$ cat src/rtl/fp_pkg.sv
// Shared single-precision FP constants and the normalize-stage payload type.
`default_nettype none

package fp_pkg;

    localparam logic [1:0] RM_RNE = 2'b00;
    localparam logic [1:0] RM_RDN = 2'b01;
    localparam logic [1:0] RM_RUP = 2'b10;
    localparam logic [1:0] RM_RTZ = 2'b11;

    localparam int BIAS    = 127;
    localparam int EXP_MAX = 255;

    localparam logic [31:0] QNAN    = 32'h7FC0_0000;
    localparam logic [31:0] POS_INF = 32'h7F80_0000;
    localparam logic [31:0] MAX_FIN = 32'h7F7F_FFFF;

    // Normalized operand held between the normalize and round/pack stages.
    // exp is a 12-bit two's-complement value; headroom covers the +1 from
    // normalization and the +1 from a rounding carry.
    typedef struct packed {
        logic        sign;
        logic [1:0]  rm;
        logic        zero;
        logic [11:0] exp;
        logic [22:0] frac;
        logic        guard;
        logic        sticky;
    } norm_t;

endpackage

`default_nettype wire

$ cat src/rtl/fp_round_inc.sv
// Rounding increment and inexact decision from sign, lsb, guard and sticky.
`default_nettype none

module fp_round_inc
    import fp_pkg::*;
(
    input  logic [1:0] rm_i,
    input  logic       sign_i,
    input  logic       lsb_i,
    input  logic       guard_i,
    input  logic       sticky_i,
    output logic       inc_o,
    output logic       inx_o
);

    always_comb begin
        inx_o = guard_i | sticky_i;
        inc_o = 1'b0;
        case (rm_i)
            RM_RNE:  inc_o = guard_i & (sticky_i | lsb_i);
            RM_RDN:  inc_o = sign_i & (guard_i | sticky_i);
            RM_RUP:  inc_o = ~sign_i & (guard_i | sticky_i);
            default: inc_o = 1'b0;
        endcase
    end

endmodule

`default_nettype wire

$ cat src/rtl/fmul_norm_round.sv
// Two-stage normalize / round / pack stage for the binary32 multiplier,
// with a valid/ready handshake and no skid buffer.
`default_nettype none

module fmul_norm_round
    import fp_pkg::*;
#(
    parameter int BIAS = 127,
    parameter int PW   = 52
) (
    input  logic          clk,
    input  logic          rst,
    input  logic          in_valid,
    output logic          in_ready,
    input  logic [PW-1:0] prod,
    input  logic          sign,
    input  logic [9:0]    exp_in,
    input  logic [1:0]    rm,
    output logic          out_valid,
    input  logic          out_ready,
    output logic [31:0]   result,
    output logic          ovf,
    output logic          unf,
    output logic          inx
);

    localparam logic signed [11:0] EXP_OVF = 12'(2 * BIAS + 1);

    logic        s1_valid_q;
    norm_t       s1_q;
    norm_t       s1_d;
    logic        s2_valid_q;
    logic [31:0] result_q;
    logic [31:0] result_d;
    logic        ovf_q;
    logic        ovf_d;
    logic        unf_q;
    logic        unf_d;
    logic        inx_q;
    logic        inx_d;

    logic        s1_load;
    logic        s2_load;
    logic [11:0] exp_ext;

    logic        rnd_inc;
    logic        rnd_inx;
    logic        rnd_carry;
    logic [22:0] frac_rnd;
    logic signed [11:0] exp_rnd;
    logic        away;

    assign s2_load  = ~s2_valid_q | out_ready;
    assign s1_load  = ~s1_valid_q | s2_load;
    assign in_ready = s1_load;

    assign exp_ext = {{2{exp_in[9]}}, exp_in};

    always_comb begin
        s1_d.sign   = sign;
        s1_d.rm     = rm;
        s1_d.zero   = 1'b0;
        s1_d.exp    = exp_ext;
        s1_d.frac   = '0;
        s1_d.guard  = 1'b0;
        s1_d.sticky = 1'b0;
        if (prod[PW-1]) begin
            s1_d.frac   = prod[PW-2 -: 23];
            s1_d.guard  = prod[PW-25];
            s1_d.sticky = |prod[PW-26:0];
            s1_d.exp    = exp_ext + 12'd1;
        end else if (prod[PW-2]) begin
            s1_d.frac   = prod[PW-3 -: 23];
            s1_d.guard  = prod[PW-26];
            s1_d.sticky = |prod[PW-27:0];
        end else begin
            s1_d.zero   = 1'b1;
        end
    end

    fp_round_inc u_round_inc (
        .rm_i     (s1_q.rm),
        .sign_i   (s1_q.sign),
        .lsb_i    (s1_q.frac[0]),
        .guard_i  (s1_q.guard),
        .sticky_i (s1_q.sticky),
        .inc_o    (rnd_inc),
        .inx_o    (rnd_inx)
    );

    // A carry out of the fraction is a carry out of the 24-bit significand;
    // the fraction then wraps to zero on its own.
    assign {rnd_carry, frac_rnd} = {1'b0, s1_q.frac} + {23'd0, rnd_inc};
    assign exp_rnd = $signed(s1_q.exp) + $signed({11'd0, rnd_carry});

    assign away = (s1_q.rm == RM_RNE) ||
                  ((s1_q.rm == RM_RDN) &&  s1_q.sign) ||
                  ((s1_q.rm == RM_RUP) && !s1_q.sign);

    always_comb begin
        result_d = {s1_q.sign, exp_rnd[7:0], frac_rnd};
        ovf_d    = 1'b0;
        unf_d    = 1'b0;
        inx_d    = rnd_inx;
        if (s1_q.zero) begin
            result_d = {s1_q.sign, 31'd0};
            inx_d    = 1'b0;
        end else if (exp_rnd >= EXP_OVF) begin
            result_d = {s1_q.sign, away ? POS_INF[30:0] : MAX_FIN[30:0]};
            ovf_d    = 1'b1;
            inx_d    = 1'b1;
        end else if (exp_rnd <= 12'sd0) begin
            result_d = {s1_q.sign, 31'd0};
            unf_d    = 1'b1;
            inx_d    = 1'b1;
        end
    end

    always_ff @(posedge clk or posedge rst) begin
        if (rst) begin
            s1_valid_q <= 1'b0;
            s1_q       <= '0;
            s2_valid_q <= 1'b0;
            result_q   <= '0;
            ovf_q      <= 1'b0;
            unf_q      <= 1'b0;
            inx_q      <= 1'b0;
        end else begin
            if (s1_load) begin
                s1_valid_q <= in_valid;
                if (in_valid) begin
                    s1_q <= s1_d;
                end
            end
            // Output data only changes when a real entry moves in, so a
            // stalled or drained stage keeps its last result stable.
            if (s2_load) begin
                s2_valid_q <= s1_valid_q;
                if (s1_valid_q) begin
                    result_q <= result_d;
                    ovf_q    <= ovf_d;
                    unf_q    <= unf_d;
                    inx_q    <= inx_d;
                end
            end
        end
    end

    assign out_valid = s2_valid_q;
    assign result    = result_q;
    assign ovf       = ovf_q;
    assign unf       = unf_q;
    assign inx       = inx_q;

endmodule

`default_nettype wire

$ cat config.mk
export PLATFORM = sky130hd
export DESIGN_NAME = fmul_norm_round
export DESIGN_NICKNAME = d
export VERILOG_FILES = /design/src/rtl/fp_pkg.sv /design/src/rtl/fp_round_inc.sv /design/src/rtl/fmul_norm_round.sv
export SDC_FILE = /design/constraint.sdc
export NUM_CORES = 1
export LEC_CHECK = 0
export ABC_AREA = 1
export CORE_ASPECT_RATIO = 0.7
export CORE_MARGIN = 10
export CORE_UTILIZATION = 45
export CTS_CLUSTER_DIAMETER = 40
export DETAILED_ROUTE_END_ITERATION = 12
export PLACE_DENSITY = 0.76
export SLEW_MARGIN = 20
export SYNTH_ARGS = -nofsm -noshare
export SYNTH_HDL_FRONTEND = slang
export SYNTH_SLANG_ARGS = --single-unit
$ cat constraint.sdc
create_clock -name clk -period 3.6 [get_ports clk]
set_input_delay 0.72 -clock clk [delete_from_list [all_inputs] [get_ports clk]]
set_output_delay 0.72 -clock clk [all_outputs]
set_load 0.01 [all_outputs]
==> results.ini, run 1 <==
[cts]
cts_hold_buf = 0
h-tree-depth = 3
cts_max_path_buffers = 2
cts_inserted_buffers = 9
clock_latency_ps = 340
clkTransAtPathRegs_ps = 60
cts.sinks = 77
cts_root_buffer = clkbuf_16
cts_tree = yes

[timing]
fin_crit_sh_pct = 107
drv_slew = 0
tightest_slew_ps = 1160
relSlewSlack_pct = 22.4
report.final.hold_viol_count = 0
fmax_mhz = 259
skew_ps = 5.71
period_minus_slack_ps = 3860
finalSetupViolations = 34
grt_setup_unrepaired = true
layout_setup_ws_ps = -258

[worst_setup_path]
critPathMaxStageDelay_ps = 390
worst-path-buf-inv = 2
critPathCaptureType = flop
cpMostUsedCell = nand2_1
required_ps = 3830
cp_slowest_cell = dfrtp_1
crit_type = flop to flop
r2r_slack_ps = -260
path_delay_family = simple AND/OR/NAND/NOR gates
crit_arrival_ps = 4090
critPathLaunchType = flop
cp_max_fo = 5

[floorplan]
core_sq_mm = 0.0103
start_util_pct = 45.6
die_w_um = 142
dieArea_sq_mm = 0.0150
io_pins = 106
rows = 31
die_h_um = 105

[place]
pre_cts_ws_ps = -356
place_congestion = 0.913
hpwlAfterDp_mm = 11.8
io_buffers = 105

[cells_and_area]
nNetsFinal = 896
diodes = 0
drive_gt1_share_pct = 20.1
area_growth_pct = 52.2
nFillCells = 800

[power_and_ir_drop]
power_mw = 3.59
pwr-share-seq_pct = 34.6
p_sw_mw = 1.30
pwr_density_cell_mw_per_mm2 = 503
share_comb_of_total_power_pct = 40.0
ir_worst_vdd_mv = 0.255
netSwitchingFraction_pct = 36.2
clkPwrFrac_pct = 25.3
leakage_nw = 3.19
p_int_mw = 2.29

[synth]
synth.area.mux_share_pct = 0
synth.most_common_cell = nand2_1
synth-edff-count = 0
synth-seq-area-share_pct = 41.1
synth_adder_area_share_pct = 2.13
ys_top_cells_by_area = dfrtp_1, nand2_1, nand3_1, nor2_1, o21ai_0
synth-main-ff-cell = dfrtp_1
syn-num-nets = 751
syn-cell-area_sq_mm = 0.00469
ys_types = 35
synth_top_cell_by_area = dfrtp_1
synth_top_family_by_area = simple AND/OR/NAND/NOR gates
synth-simple-area-share_pct = 36.6
ys_ff_latch = 77
yosys_warnings = 0
synthCells = 674
synth_xor_area_share_pct = 2.99
synth-compound-area-share_pct = 9.79
synth_top_area_share_pct = 41.1
synthArstFlopShare_pct = 100
ys_top_cells_by_count = nand2_1, dfrtp_1, nand3_1
avgSynthCellArea_sq_um = 6.96

[drt]
drt-total-wl_mm = 17.0
post-route-drc-count = 1
vias_per_cell = 5.42
vias = 5180
drt-initial-drc-count = 314
dr.pass1.iters = 9
wl_per_cell_um = 17.8
drtAntennaViolNets = 0

[outcome]
violations = design-rule violations, negative setup slack
status = finished, violations left

[grt]
grt_usage_pct = 21.8
overflow = 0
grt_max_degree = 43
antenna_found_initial = 0
grt_pass1_wl_mm = 26.4
grt_pass1_vias = 5086

[run]
drv_cap = 0

[min_path]
hold_class = flop to flop

-- tightest hold or removal path: cells and delay by family (launching register included) --
kind             cells  cell delay (ps)
DFF                  1              340
and+or+nand+nor      2              100
-- layout by cell type, fill, tap and decap left out, types with 7 or more instances in the layout --
cell type / instances
buf_4: 35
clkbuf_16: 10
clkdlybuf4s50_1: 105
dfrtp_1: 77
inv_1: 54
nand2_1: 212
nand2_2: 29
nand3_1: 39
nand3_2: 22
nand3_4: 7
nand3b_1: 10
nor2_1: 54
nor4_1: 7
o21ai_0: 39
o22ai_1: 13
xor2_1: 15
-- per-layer routing --
layer  vias up  wire length [um]  track usage, %
met5         -                 0               0
met4         0               376            6.11
met3        31              1720            7.22
met2       261              7310            31.9
met1      2403              7640            30.1
li1       2485                 -               -
-- power groups by stage --
stage	Sequential (mW)	Combinational (mW)	Clock [mW]
after floorplan	1.27	0.505	0
after global placement	1.23	1.11	0
after detailed placement	1.24	1.13	0
after CTS	1.23	1.28	0.908
after global routing	1.27	1.55	0.956
final	1.24	1.44	0.910
-- state kept, by name (all words and copies together) (netlist names) --
signal	count
result	32
out_valid	1
ovf	1
unf	1
s1_valid_q	1
inx	1
s1_q	40
-- cell type report --
| cell class | count | area [sq um] | area share, % |
|---|---|---|---|
| clock buffers | 10 | 229 | 3.21 |
| clock inverters | 6 | 63.8 | 0.894 |
| inverters | 62 | 245 | 3.44 |
| multi-input cells | 516 | 2950 | 41.3 |
| flip-flops and latches | 77 | 1930 | 27.0 |
| well taps | 132 | 165 | 2.31 |
| repair buffers | 153 | 1560 | 21.9 |
-- worst paths after layout --
path                       startpoint    endpoint  depth (start not counted)
max                          s1_q[38]   result[5]                         26
min                        result[18]  result[18]                          2
max reg2reg                  s1_q[38]   result[5]                         26
min reg2reg                result[18]  result[18]                          2
max in group asynchronous         rst    s1_q[10]                          3
min in group asynchronous         rst         unf                          2
-- through the flow --
stage / TNS (ps) / util (%) / hold slack, ps / cell area (sq um) / std cells
floorplan: -345 / - / 461 / 4790 / 674
global placement: -6200 / 59.7 / 463 / 6140 / 914
detailed placement: -9830 / 59.7 / 470 / 6140 / 914
CTS: -5090 / 66.3 / 489 / 6810 / 949
global route: -15330 / 69.4 / 512 / 7140 / 956
finish: -7020 / 69.4 / 480 / 7140 / 956
-- what timing repair did --
item	CTS	global route
hold endpoints to repair	0	0
endpoints found under the setup margin	34	34
pin swaps	18	39
setup buffers	14	5
resized for setup	50	60
cloned	5	3
-- kinds of logic after synthesis --
family                   after synthesis
AO/OA/AOI/OAI                         80
flip-flops                            77
adder cells (fa/ha/maj)                8
AND/OR/NAND/NOR                      407
buffers and inverters                 86
XOR/XNOR                              16
(Power assumes the default switching activity.)
==> run 2: changes to the inputs <==
clock period = 3.48 ns   (was 3.6 ns; I/O delays follow)
==> results.ini, run 2 (synthesized netlist as in run 1, its figures left out) <==
[outcome]
violations = negative setup slack
status = finished, violations left

[worst_setup_path]
cp_slowest_cell = dfrtp_1
crit_type = flop to flop
crit_arrival_ps = 4050
critPathMaxStageDelay_ps = 400
cp_max_fo = 6
critPathCaptureType = flop
critPathLaunchType = flop
required_ps = 3710

[timing]
skew_ps = 5.04
grt_setup_unrepaired = true
relSlewSlack_pct = 39.3
fin_crit_sh_pct = 110
tightest_slew_ps = 901
report.final.hold_viol_count = 0
finalSetupViolations = 34
period_minus_slack_ps = 3820
tns_ps = -9050
fmax_mhz = 262
drv_slew = 0
layout_setup_ws_ps = -338
holdWs_ps = 480

[cells_and_area]
diodes = 0
area_growth_pct = 51.1
top_register = s1_q
largest_register_ffs = 40
nFillCells = 820
nNetsFinal = 900
drive_gt1_share_pct = 19.2
mostFrequentLayoutCell = nand2_1
final_cell_mix = nand2_1, clkdlybuf4s50_1, dfrtp_1

[grt]
overflow = 0
grt_pass1_wl_mm = 24.2
grt_max_degree = 78
grt_pass1_vias = 4708
antenna_found_initial = 0
grt_usage_pct = 19.9

[min_path]
hold_class = flop to flop

[cts]
cts.sinks = 77
cts_tree = yes
clkTransAtPathRegs_ps = 60
cts_inserted_buffers = 9
clock_latency_ps = 340
cts_max_path_buffers = 2
h-tree-depth = 3
cts_root_buffer = clkbuf_16

[floorplan]
io_pins = 106
die_w_um = 142
start_util_pct = 45.6
dieArea_sq_mm = 0.0150
rows = 31
die_h_um = 105
core_sq_mm = 0.0103

[power_and_ir_drop]
ir_worst_vdd_mv = 0.268
pwr_density_cell_mw_per_mm2 = 517
leakage_nw = 3.20

[drt]
dr.pass1.iters = 5
wl_per_cell_um = 16.5
vias_per_cell = 5.28
drt-initial-drc-count = 442
post-route-drc-count = 0
drt-total-wl_mm = 15.8
vias = 5067
drtAntennaViolNets = 0

[place]
place_congestion = 0.888
hpwlAfterDp_mm = 11.4
io_buffers = 105

[run]
drv_cap = 0

run 2: cell types whose count changed in the layout (fill, tap and decap cells not counted), moves of 2 or more:
cell       previous run  this run
a21oi_4               4         2
nand3_1              39        42
nand2_2              29        26
buf_16                2         0
nand2_4               5         7
buf_4                35        40
nand3_2              22        20
nand2_8               4         2
o21ai_2               5         0
o21ai_1               1         5
nand2_1             212       215
clkbuf_16            10        12
buf_6                 3         5
run 2: cell type report:
class | count | area [sq um] | area share [%]
Clock buffer | 9 | 225 | 3.18
Timing Repair Buffer | 158 | 1580 | 22.3
Inverter | 62 | 238 | 3.35
Sequential cell | 77 | 1930 | 27.2
Tap cell | 132 | 165 | 2.33
Multi-Input combinational cell | 515 | 2860 | 40.4
Clock inverter | 7 | 90.1 | 1.27
run 2: metal layers:
| layer | up-vias | part of all wire [%] | GRT usage [%] |
|---|---|---|---|
| met5 | - | 0 | 0 |
| met4 | 0 | 2.4 | 6.91 |
| met3 | 25 | 8.5 | 5.83 |
| met2 | 197 | 42 | 27.8 |
| met1 | 2371 | 47 | 28.4 |
| li1 | 2474 | - | - |
run 2: path summary, 6_finish.rpt:
path	start	to	slack, ps	cells past startpoint
setup / recovery	s1_q[38]	result[1]	-340	28
setup reg to reg	s1_q[38]	result[1]	-340	28
hold / removal	result[10]	result[10]	480	2
max in group asynchronous	rst	s1_q[39]	2380	3
hold reg to reg	result[10]	result[10]	480	2
min in group asynchronous	rst	unf	770	3
run 2: through the flow:
stage	utilization, %	total power [mW]	instances	cell area (sq um)	setup WS, ps
floorplan	-	1.86	674	4830	-155
global placement	60.6	2.45	921	6230	-329
detailed placement	60.6	2.48	921	6230	-531
CTS	66.4	3.58	952	6830	-268
global route	69.0	3.86	960	7090	-568
finish	69.0	3.66	960	7090	-338
run 2: critical path, delay by kind of cell (launching register included):
| family | cells | cell delay (ps) |
|---|---|---|
| adder cells (fa/ha/maj) | 3 | 600 |
| XOR/XNOR | 1 | 140 |
| AND/OR/NAND/NOR | 19 | 1900 |
| AO/OA/AOI/OAI | 2 | 230 |
| buffers and inverters | 3 | 430 |
| flip-flops | 1 | 400 |
run 2: power by group:
part           leakage [nW]  switching (mW)  internal [mW]  total, mW
Clock                 0.151           0.376          0.624      0.999
Combinational          2.08           0.712          0.673       1.39
Sequential            0.970           0.173           1.11       1.28
Total                  3.20            1.26           2.40       3.66
run 2: what timing repair did:
item,CTS,global route
hold endpoints to repair,0,0
resized for setup,32,44
pin swaps,24,15
hold buffers,0,0
cloned,4,3
endpoints found under the setup margin,34,34
buffers inserted,11,5
